--- src/rtl/jedro_1_alu_issue_if.sv ---
// Fetch-to-issue instruction handshake: instruction word and PC qualified by valid/ready.
interface jedro_1_alu_issue_if;
  logic        instr_valid_i;
  logic        instr_ready_o;
  logic [31:0] instr_i;
  logic [31:0] instr_addr_i;

  modport master (output instr_valid_i, instr_i, instr_addr_i, input instr_ready_o);
  modport slave  (input instr_valid_i, instr_i, instr_addr_i, output instr_ready_o);
endinterface

--- src/rtl/jedro_1_alu_issue.sv ---
// RV32I decode/issue stage for jedro_1_alu: decodes OP/OP-IMM/LUI/AUIPC, reads the regfile,
// registers select/operands into the ALU and stalls fetch on read-after-write hazards.
module jedro_1_alu_issue (
  input  logic                clk_i,
  input  logic                rstn_i,
  jedro_1_alu_issue_if.slave  fetch,
  output logic [4:0]          rf_addr_a_o,
  output logic [4:0]          rf_addr_b_o,
  input  logic [31:0]         rf_data_a_i,
  input  logic [31:0]         rf_data_b_i,
  input  logic [4:0]          alu_dest_addr_i,
  input  logic                alu_wb_i,
  output logic [3:0]          sel_o,
  output logic [31:0]         op_a_o,
  output logic [31:0]         op_b_o,
  output logic [4:0]          dest_addr_o,
  output logic                wb_o,
  output logic                illegal_o
);

  localparam logic [6:0] OPC_OP    = 7'b0110011;
  localparam logic [6:0] OPC_IMM   = 7'b0010011;
  localparam logic [6:0] OPC_LUI   = 7'b0110111;
  localparam logic [6:0] OPC_AUIPC = 7'b0010111;
  localparam logic [3:0] SEL_ADD   = 4'b0000;

  logic [6:0]  opcode;
  logic [2:0]  funct3;
  logic [6:0]  funct7;
  logic [4:0]  rs1, rs2, rd;
  logic [31:0] imm_i, imm_u, rs1_val, rs2_val;

  logic        legal, use_a, use_b, wr_dec;
  logic [3:0]  sel_dec;
  logic [31:0] a_dec, b_dec;
  logic        hazard, accept;

  logic [3:0]  sel_q, sel_d;
  logic [31:0] op_a_q, op_a_d, op_b_q, op_b_d;
  logic [4:0]  dest_q, dest_d;
  logic        wb_q, wb_d, illegal_q, illegal_d;

  assign opcode  = fetch.instr_i[6:0];
  assign rd      = fetch.instr_i[11:7];
  assign funct3  = fetch.instr_i[14:12];
  assign rs1     = fetch.instr_i[19:15];
  assign rs2     = fetch.instr_i[24:20];
  assign funct7  = fetch.instr_i[31:25];
  assign imm_i   = {{20{fetch.instr_i[31]}}, fetch.instr_i[31:20]};
  assign imm_u   = {fetch.instr_i[31:12], 12'b0};

  assign rf_addr_a_o = rs1;
  assign rf_addr_b_o = rs2;
  // x0 reads as zero whatever the regfile returns
  assign rs1_val = (rs1 == 5'd0) ? 32'd0 : rf_data_a_i;
  assign rs2_val = (rs2 == 5'd0) ? 32'd0 : rf_data_b_i;

  function automatic logic src_busy(input logic [4:0] a, input logic [4:0] d_q, input logic w_q,
                                    input logic [4:0] d_alu, input logic w_alu);
    return (a != 5'd0) && ((w_q && (d_q == a)) || (w_alu && (d_alu == a)));
  endfunction

  always_comb begin
    legal   = 1'b0;
    use_a   = 1'b0;
    use_b   = 1'b0;
    wr_dec  = 1'b0;
    sel_dec = SEL_ADD;
    a_dec   = 32'd0;
    b_dec   = 32'd0;
    case (opcode)
      OPC_OP: begin
        if ((funct7 == 7'b0000000) ||
            ((funct7 == 7'b0100000) && ((funct3 == 3'b000) || (funct3 == 3'b101)))) begin
          legal   = 1'b1;
          use_a   = 1'b1;
          use_b   = 1'b1;
          wr_dec  = 1'b1;
          sel_dec = {funct7[5], funct3};
          a_dec   = rs1_val;
          b_dec   = rs2_val;
        end
      end
      OPC_IMM: begin
        legal = 1'b1;
        if (funct3 == 3'b001) legal = (funct7 == 7'b0000000);
        if (funct3 == 3'b101) legal = (funct7 == 7'b0000000) || (funct7 == 7'b0100000);
        if (legal) begin
          use_a   = 1'b1;
          wr_dec  = 1'b1;
          sel_dec = {(funct3 == 3'b101) & funct7[5], funct3};
          a_dec   = rs1_val;
          b_dec   = imm_i;
        end
      end
      OPC_LUI: begin
        legal  = 1'b1;
        wr_dec = 1'b1;
        b_dec  = imm_u;
      end
      OPC_AUIPC: begin
        legal  = 1'b1;
        wr_dec = 1'b1;
        a_dec  = fetch.instr_addr_i;
        b_dec  = imm_u;
      end
      default: ;
    endcase
  end

  // A source is blocked while its producer sits in our output register or in the ALU
  assign hazard = (use_a && src_busy(rs1, dest_q, wb_q, alu_dest_addr_i, alu_wb_i)) ||
                  (use_b && src_busy(rs2, dest_q, wb_q, alu_dest_addr_i, alu_wb_i));
  assign fetch.instr_ready_o = ~(fetch.instr_valid_i & hazard);
  assign accept = fetch.instr_valid_i & fetch.instr_ready_o;

  always_comb begin
    sel_d     = SEL_ADD;
    op_a_d    = 32'd0;
    op_b_d    = 32'd0;
    dest_d    = 5'd0;
    wb_d      = 1'b0;
    illegal_d = 1'b0;
    if (accept) begin
      if (legal) begin
        sel_d  = sel_dec;
        op_a_d = a_dec;
        op_b_d = b_dec;
        dest_d = rd;
        wb_d   = wr_dec & (rd != 5'd0);
      end else begin
        illegal_d = 1'b1;
      end
    end
  end

  always_ff @(posedge clk_i or negedge rstn_i) begin
    if (!rstn_i) begin
      sel_q     <= SEL_ADD;
      op_a_q    <= 32'd0;
      op_b_q    <= 32'd0;
      dest_q    <= 5'd0;
      wb_q      <= 1'b0;
      illegal_q <= 1'b0;
    end else begin
      sel_q     <= sel_d;
      op_a_q    <= op_a_d;
      op_b_q    <= op_b_d;
      dest_q    <= dest_d;
      wb_q      <= wb_d;
      illegal_q <= illegal_d;
    end
  end

  assign sel_o       = sel_q;
  assign op_a_o      = op_a_q;
  assign op_b_o      = op_b_q;
  assign dest_addr_o = dest_q;
  assign wb_o        = wb_q;
  assign illegal_o   = illegal_q;

endmodule

--- src/flat_wrapper.sv ---
// flat-port wrapper written by rule: the top's interface ports become plain ports
module jedro_1_alu_issue_flat 
  (clk_i, rstn_i, rf_addr_a_o, rf_addr_b_o, rf_data_a_i, rf_data_b_i, alu_dest_addr_i, alu_wb_i, sel_o, op_a_o, op_b_o, dest_addr_o, wb_o, illegal_o, fetch_instr_valid_i, fetch_instr_i, fetch_instr_addr_i, fetch_instr_ready_o);
  jedro_1_alu_issue_if fetch_i ();
  input  logic clk_i;
  input  logic rstn_i;
  output logic [4:0] rf_addr_a_o;
  output logic [4:0] rf_addr_b_o;
  input  logic [31:0] rf_data_a_i;
  input  logic [31:0] rf_data_b_i;
  input  logic [4:0] alu_dest_addr_i;
  input  logic alu_wb_i;
  output logic [3:0] sel_o;
  output logic [31:0] op_a_o;
  output logic [31:0] op_b_o;
  output logic [4:0] dest_addr_o;
  output logic wb_o;
  output logic illegal_o;
  input wire logic [$bits(fetch_i.instr_valid_i)-1:0] fetch_instr_valid_i;
  input wire logic [$bits(fetch_i.instr_i)-1:0] fetch_instr_i;
  input wire logic [$bits(fetch_i.instr_addr_i)-1:0] fetch_instr_addr_i;
  output wire logic [$bits(fetch_i.instr_ready_o)-1:0] fetch_instr_ready_o;
  assign fetch_i.instr_valid_i = fetch_instr_valid_i;
  assign fetch_i.instr_i = fetch_instr_i;
  assign fetch_i.instr_addr_i = fetch_instr_addr_i;
  assign fetch_instr_ready_o = fetch_i.instr_ready_o;
  jedro_1_alu_issue u_core (.clk_i(clk_i), .rstn_i(rstn_i), .fetch(fetch_i), .rf_addr_a_o(rf_addr_a_o), .rf_addr_b_o(rf_addr_b_o), .rf_data_a_i(rf_data_a_i), .rf_data_b_i(rf_data_b_i), .alu_dest_addr_i(alu_dest_addr_i), .alu_wb_i(alu_wb_i), .sel_o(sel_o), .op_a_o(op_a_o), .op_b_o(op_b_o), .dest_addr_o(dest_addr_o), .wb_o(wb_o), .illegal_o(illegal_o));
endmodule
--- config.mk ---
export PLATFORM = sky130hd
export DESIGN_NAME = jedro_1_alu_issue_flat
export DESIGN_NICKNAME = d
export VERILOG_FILES = /design/src/rtl/jedro_1_alu_issue_if.sv /design/src/rtl/jedro_1_alu_issue.sv /design/src/flat_wrapper.sv
export SDC_FILE = /design/constraint.sdc
export NUM_CORES = 1
export LEC_CHECK = 0
export BUFFER_PORTS_ARGS = -buffer_cell sky130_fd_sc_hd__buf_4
export CAP_MARGIN = 20
export CORE_UTILIZATION = 42
export CTS_CLUSTER_DIAMETER = 120
export DETAILED_ROUTE_END_ITERATION = 6
export GPL_TIMING_DRIVEN = 0
export HOLD_SLACK_MARGIN = 0.08
export PLACE_DENSITY_LB_ADDON = 0.05
export SLEW_MARGIN = 20
export SYNTH_ARGS = -nofsm -noshare
export SYNTH_HDL_FRONTEND = slang
export SYNTH_SLANG_ARGS = --single-unit
--- constraint.sdc ---
create_clock -name clk_i -period 2 [get_ports clk_i]
set_clock_uncertainty 0.1 [all_clocks]
set_input_delay 0.3 -clock clk_i [delete_from_list [all_inputs] [get_ports clk_i]]
set_output_delay 0.3 -clock clk_i [all_outputs]
set_load 0.005 [all_outputs]
After elaboration in Yosys (flattened, before gate mapping)
Index checks and enable logic that the tools add are counted.
{"block": "totals", "input_bits": 137, "reg_bits": 75}
{"block": "op_classes", "n_eq_ne": 11, "bitwise": 5, "mux": 32, "n_reduce_logical": 23}
{"operator": "32-bit 2-to-1 mux", "n": 10}
{"operator": "32-bit case mux with 3 select lines", "n": 2}
{"operator": "7-bit by 6-bit equality test with 1-bit output (second input constant)", "n": 3}
{"operator": "5-bit equality test", "n": 4}
{"operator": "4-bit 2-to-1 mux", "n": 4}
{"operator": "5-bit nonzero test", "n": 3}
{"operator": "7-bit by 5-bit equality test with 1-bit output (second input constant)", "n": 2}
{"operator": "5-bit logical NOT", "n": 2}
{"operator": "1-bit 2-to-1 mux", "n": 10}
{"operator": "5-bit 2-to-1 mux", "n": 2}
{"operator": "1-bit logical AND", "n": 9}
{"operator": "4-bit case mux with 2 select lines", "n": 1}
{"operator": "7-bit logical NOT", "n": 1}
{"operator": "1-bit logical OR", "n": 6}
{"operator": "1-bit case mux with 3 select lines", "n": 2}
{"operator": "1-bit bitwise AND", "n": 4}
{"operator": "3-bit by 1-bit equality test with 1-bit output (second input constant)", "n": 1}
{"operator": "3-bit equality test (second input constant)", "n": 1}
{"operator": "3-bit logical NOT", "n": 1}
{"operator": "1-bit case mux with 2 select lines", "n": 1}
{"operator": "2-bit OR reduction", "n": 1}
{"operator": "1-bit inverter", "n": 1}

Longest topological paths before layout
{"block": "depth", "word_depth": 12, "ltp_mapped": 8}

Worst setup path after synthesis
Ideal clock, no wire load.
{"block": "synth_path", "kind": "input to register", "start": "input fetch_instr_i[25]", "end": "register u_core.op_b_q[12], in the netlist u_core.op_b_o[12]", "slack_ns": 0.071, "t_required_ns": 1.774, "setup_ns": 0.126, "stages": 8, "path_buffers": 2, "t_arrival_ns": 1.703, "path_cell_list": "nor4_4 > nand4_1 > nor4b_4 > nand2_1 > o211ai_2 > buf_4 > buf_6 > nor2_1"}
{"block": "synth_via", "elab_chain_len": 12, "elab_cells_between_ends": 24, "cone_classes": "1 x eq/ne; 13 x mux; 3 x bitwise; 7 x reduce/logical"}
{"item": "start: declaration", "line_no": "flat_wrapper.sv:20", "rtl": "input wire logic [$bits(fetch_i.instr_i)-1:0] fetch_instr_i;"}
{"item": "7-bit logical NOT or 7-bit by 6-bit equality test with 1-bit output (tied branches)"}
{"item": "1-bit 2-to-1 mux or 1-bit logical OR (tied branches)", "line_no": "jedro_1_alu_issue.sv:86, jedro_1_alu_issue.sv:87"}
{"item": "1-bit 2-to-1 mux", "line_no": "jedro_1_alu_issue.sv:87", "rtl": "if (funct3 == 3'b101) legal = (funct7 == 7'b0000000) || (funct7 == 7'b0100000);"}
{"item": "1-bit 2-to-1 mux", "line_no": "jedro_1_alu_issue.sv:71", "rtl": "case (opcode)"}
{"item": "1-bit 2-to-1 mux", "line_no": "jedro_1_alu_issue.sv:88", "rtl": "if (legal) begin"}
{"item": "1-bit case mux with 2 select lines", "line_no": "jedro_1_alu_issue.sv:71"}
{"item": "1-bit logical AND", "line_no": "jedro_1_alu_issue.sv:112", "rtl": "assign hazard = (use_a && src_busy(rs1, dest_q, wb_q, alu_dest_addr_i, alu_wb_i)) ||"}
{"item": "1-bit logical OR", "line_no": "jedro_1_alu_issue.sv:112"}
{"item": "1-bit bitwise AND", "line_no": "jedro_1_alu_issue.sv:114", "rtl": "assign fetch.instr_ready_o = ~(fetch.instr_valid_i & hazard);"}
{"item": "1-bit inverter", "line_no": "jedro_1_alu_issue.sv:114"}
{"item": "1-bit bitwise AND", "line_no": "jedro_1_alu_issue.sv:115", "rtl": "assign accept = fetch.instr_valid_i & fetch.instr_ready_o;"}
{"item": "32-bit 2-to-1 mux (*)", "line_no": "jedro_1_alu_issue.sv:124", "rtl": "if (accept) begin"}
{"item": "via u_core.op_b_d[12]", "line_no": "jedro_1_alu_issue.sv:39", "rtl": "logic [31:0] op_a_q, op_a_d, op_b_q, op_b_d;"}
{"item": "end signal: assignment", "line_no": "jedro_1_alu_issue.sv:148", "rtl": "op_b_q <= op_b_d;"}
{"item": "end: declaration", "line_no": "jedro_1_alu_issue.sv:39"}
The timed path passes the listed nets; every way through them passes the cells marked *. The select of a mux whose other input is x is not followed.

Final worst setup path
{"block": "layout_path", "start": "input fetch_instr_i[28]", "end": "output fetch_instr_ready_o"}
{"block": "layout_via", "elab_chain_len": 10, "elab_cells_between_ends": 17, "cone_classes": "1 x eq/ne; 7 x mux; 2 x bitwise; 7 x reduce/logical"}
{"item": "7-bit logical NOT or 7-bit by 6-bit equality test with 1-bit output (tied branches)"}
{"item": "1-bit 2-to-1 mux or 1-bit logical OR (tied branches)", "line_no": "jedro_1_alu_issue.sv:86, jedro_1_alu_issue.sv:87"}
{"item": "1-bit 2-to-1 mux", "line_no": "jedro_1_alu_issue.sv:87"}
{"item": "1-bit 2-to-1 mux", "line_no": "jedro_1_alu_issue.sv:71"}
{"item": "1-bit 2-to-1 mux", "line_no": "jedro_1_alu_issue.sv:88"}
{"item": "1-bit case mux with 2 select lines", "line_no": "jedro_1_alu_issue.sv:71"}
{"item": "1-bit logical AND", "line_no": "jedro_1_alu_issue.sv:112"}
{"item": "1-bit logical OR (*)", "line_no": "jedro_1_alu_issue.sv:112"}
{"item": "1-bit bitwise AND (*)", "line_no": "jedro_1_alu_issue.sv:114"}
{"item": "1-bit inverter (*)", "line_no": "jedro_1_alu_issue.sv:114"}
{"item": "end: declaration", "line_no": "flat_wrapper.sv:22", "rtl": "output wire logic [$bits(fetch_i.instr_ready_o)-1:0] fetch_instr_ready_o;"}
Mark *: on every way between the ends. The rest lies on a longest branch, timed or not. The select of a mux whose other input is x is not followed.

==> results.md <==
* Final instance area at between 5000 and 6000 µm²
* Mapped Area at around 3500 µm²
* Area of the multi-input gates at 1390 µm²
* CTS clk-pin slew, worst paths at 0.08 ns
* Synthesis Warnings at 0
* Gate count of the mapped netlist at 329
* Initial Util at 0.440
* Routed vias/inst at 5.14
* Crit. End Element: primary output
* Detailed Routing Iterations Pass 1 at 4
* Ys flop type: dfrtp_1
* Number of synthesized flops with an enable pin at 0
* Mux cell area share after synthesis at 0
* Top cell type's share of synthesized area at 0.543
* Synth Area in Compound Gates at 0.172
* Grt ovf at 0
* # nets final at 725
* Ports at 223
* Slowest CP cell: nor4_4
* Worst hold margin at 0.0898 ns
* Layout cells sized above 1 at 0.494
* Placed cell areas at 5250 µm²
* Tot Pwr at 3.08 mW
* #FFs+latches synth at 75
* Critical path class: input pin to primary output
* Final-report hold violation count at 0
* DR iter-0 viols at about 160
* Most frequent CP cell: nand2_1
* Delay-heaviest family, CP: simple AND/OR/NAND/NOR gates
* M3 GR Usage at 0.0747
* Yosys cell types at 35
* Setup ws final at -0.140 ns
* CTS tree: yes
* Die width at 92.7 µm
* Finish-stage setup viols at 9
* Post-layout minimum cycle time at 2.14 ns
* Die H at 92.7 µm
* CP peak stage delay at around 0.35 ns
* Unrepaired setup endpoints after global routing: yes
* Met2 Use GR at 0.486
* Peak supply drop at 0.000392 V
* First-pass GRT wire length at 17.3 mm
* Failing checks: setup timing
* Critical Path RT at 1.60 ns
* Share of synthesized flip-flops with an asynchronous set or reset at 1.00
* Initial antenna violation count at 0
* CTS sink count at 75
* Pin count of the biggest net entering global routing at 76
* Cell row count at 32
* Final RePlAce weighted congestion at 0.796
* Buf+Inv Stages, Crit Path at 2
* Post-Synth XOR/XNOR Area at 0.0532
* CP max FO at 2
* Root Driver: clkbuf_8
* GRT Total Usage at 0.268
* Worst Hold Class: input pin to flip-flop
* Number of CTS-inserted buffers at 9
* Lkg Pwr at 2.89 nW
* Max_slew headroom at 0.382
* WL/cell at 16.8 µm
* Maxcap violations at 0
* Startpoint Class: input pin
* Via count at ~3600
* DR DRC count at 0
* Die area at 8590 µm²
* Final ANT Viol Nets at 0
* Post-synthesis cell type with the largest combined area: dfrtp_1
* Post-DP HPWL at 8.51 mm
* Worst-Skew Late Latency at 0.35 ns
* Grt met1 use at 0.311
* Most common cell in the synthesized netlist: nor2_1
* Avg Inst Size Synth at about 11 µm²
* Critical path arrival at 1.74 ns
* Status: complete, but fails checks
* Worst-case clock buffer depth at 2
* Power Density at 536 nW/µm²
* N_diodes at 0
* Register area at 1880 µm²
* Most instantiated cells after synthesis: 77 x nor2_1, 75 x dfrtp_1, 43 x a22oi_1, 20 x xnor2_1
* Syn_nets at 466
* Area of the core at 7850 µm²
* DRT Wirelength at 11.7 mm
* I/O Buffers at 222
* Synth Area in Adders at 0
* H-tree lvl count at 3
* Least-Margin Pin Slew at ~0.9 ns
* Number of global-route vias before repair at 3382
* Largest family of logic cells by synthesized area: compound AO/OA/AOI/OAI gates
* Post-place setup slack at -0.499 ns
* Syn-to-layout area delta at 66.2%
* Post-Synth Simple-Gate Area at 0.167
* Global route hottest layer: met2
* Max frequency at ~0.47 GHz
* Tcrit/Tclk final at 1.07
* Fin. max-slew vios at 0
* Top cells by area, synth: dfrtp_1 54%, a22oi_1 9.3%, nor2_1 8.4%
* Cell Chain, Critical Path: buf_8 -> nor4_4 -> nand4_1 -> nor4b_4 -> nand2_1 -> o21ai_1 -> nand2_1 -> buf_6
* Register area share after synthesis at 0.543
* Fillers at 600
## logic make-up (layout without fill, tap and decap cells)
family / Yosys count / after routing
DFF: 75 / 75
xor gates and xnor gates: 21 / 21
buffers and inverters: 33 / 297
AOI/OAI and AO/OA: 77 / 77
and+or+nand+nor: 123 / 123
## per-layer routing
metal | up-vias | wire (µm)
li1 | 1681 | -
met3 | 15 | 1050
met1 | 1719 | 4260
met2 | 160 | 6230
met4 | 0 | 143
met5 | - | 0
## cell type report
class                   instances  area share
clock inverters                 7      0.0100
clock buffers                   9      0.0216
plain buffers                  32      0.0431
well taps                     102      0.0222
repair buffers                248       0.333
inverters                       1    0.000654
multi-input cells             221       0.243
flip-flops and latches         75       0.327
## state kept, by name (all words and copies together), names as in the netlist
signal / cells
u_core.illegal_o: 1
u_core.wb_o: 1
u_core.op_a_o: 32
u_core.op_b_o: 32
u_core.sel_o: 4
u_core.dest_addr_o: 5
## through the flow
step / util / std cells / TNS (ns)
CTS: 0.718 / 688 / -0.129
floorplan: - / 329 / 0
global route: 0.732 / 695 / -3.64
global placement: 0.669 / 653 / -30.20
detailed placement: 0.669 / 653 / -32.38
finish: 0.732 / 695 / -0.195
## layout by cell type (no fill, tap or decap), types with 3 or more instances in the layout
cell,Yosys,layout
nand2_1,19,19
a22oi_1,43,43
nor2_1,77,76
and2_1,5,4
buf_2,7,6
buf_8,0,3
buf_6,5,9
buf_4,14,243
a21oi_1,3,3
clkbuf_8,0,9
inv_6,0,3
a221oi_1,19,17
dlygate4sd3_1,0,10
xnor2_1,20,20
dfrtp_1,75,75
nand4_1,5,5
nand3_1,3,3
clkbuf_1,6,5
## power by group
| part | leakage [nW] | switching, mW | total (mW) | internal, mW |
|---|---|---|---|---|
| Clock | 0.0886 | 0.617 | 1.09 | 0.469 |
| Sequential | 1.05 | 0.00219 | 1.52 | 1.52 |
| Combinational | 1.76 | 0.196 | 0.472 | 0.276 |
## path summary, 6_finish.rpt
kind                                       start             endpoint  slack, ns  depth (start not counted)
setup / recovery               fetch_instr_i[28]  fetch_instr_ready_o      -0.14                          8
hold / removal             fetch_instr_addr_i[9]     u_core.op_a_o[9]       0.09                          3
setup reg to reg           u_core.dest_addr_o[0]    u_core.op_b_o[30]          0                          9
hold reg to reg                      u_core.wb_o    u_core.op_a_o[31]       1.05                          7
max in group asynchronous                 rstn_i    u_core.op_b_o[29]       0.68                          2
min in group asynchronous                 rstn_i    u_core.op_a_o[22]       0.52                          2
## repair_timing
action	4_1_cts	5_1_grt
pin swaps	8	5
endpoints found under the hold margin	83	1
resized for setup	11	12
hold buffers	9	1
setup endpoints to repair	52	74
cloned	0	1
buffers inserted	10	5
## worst min-delay path, cell delays in order
cell	delay (ns)
buf_4	0.08
a22oi_1	0.05
nor2_1	0.08
(Power assumes the default switching activity.)
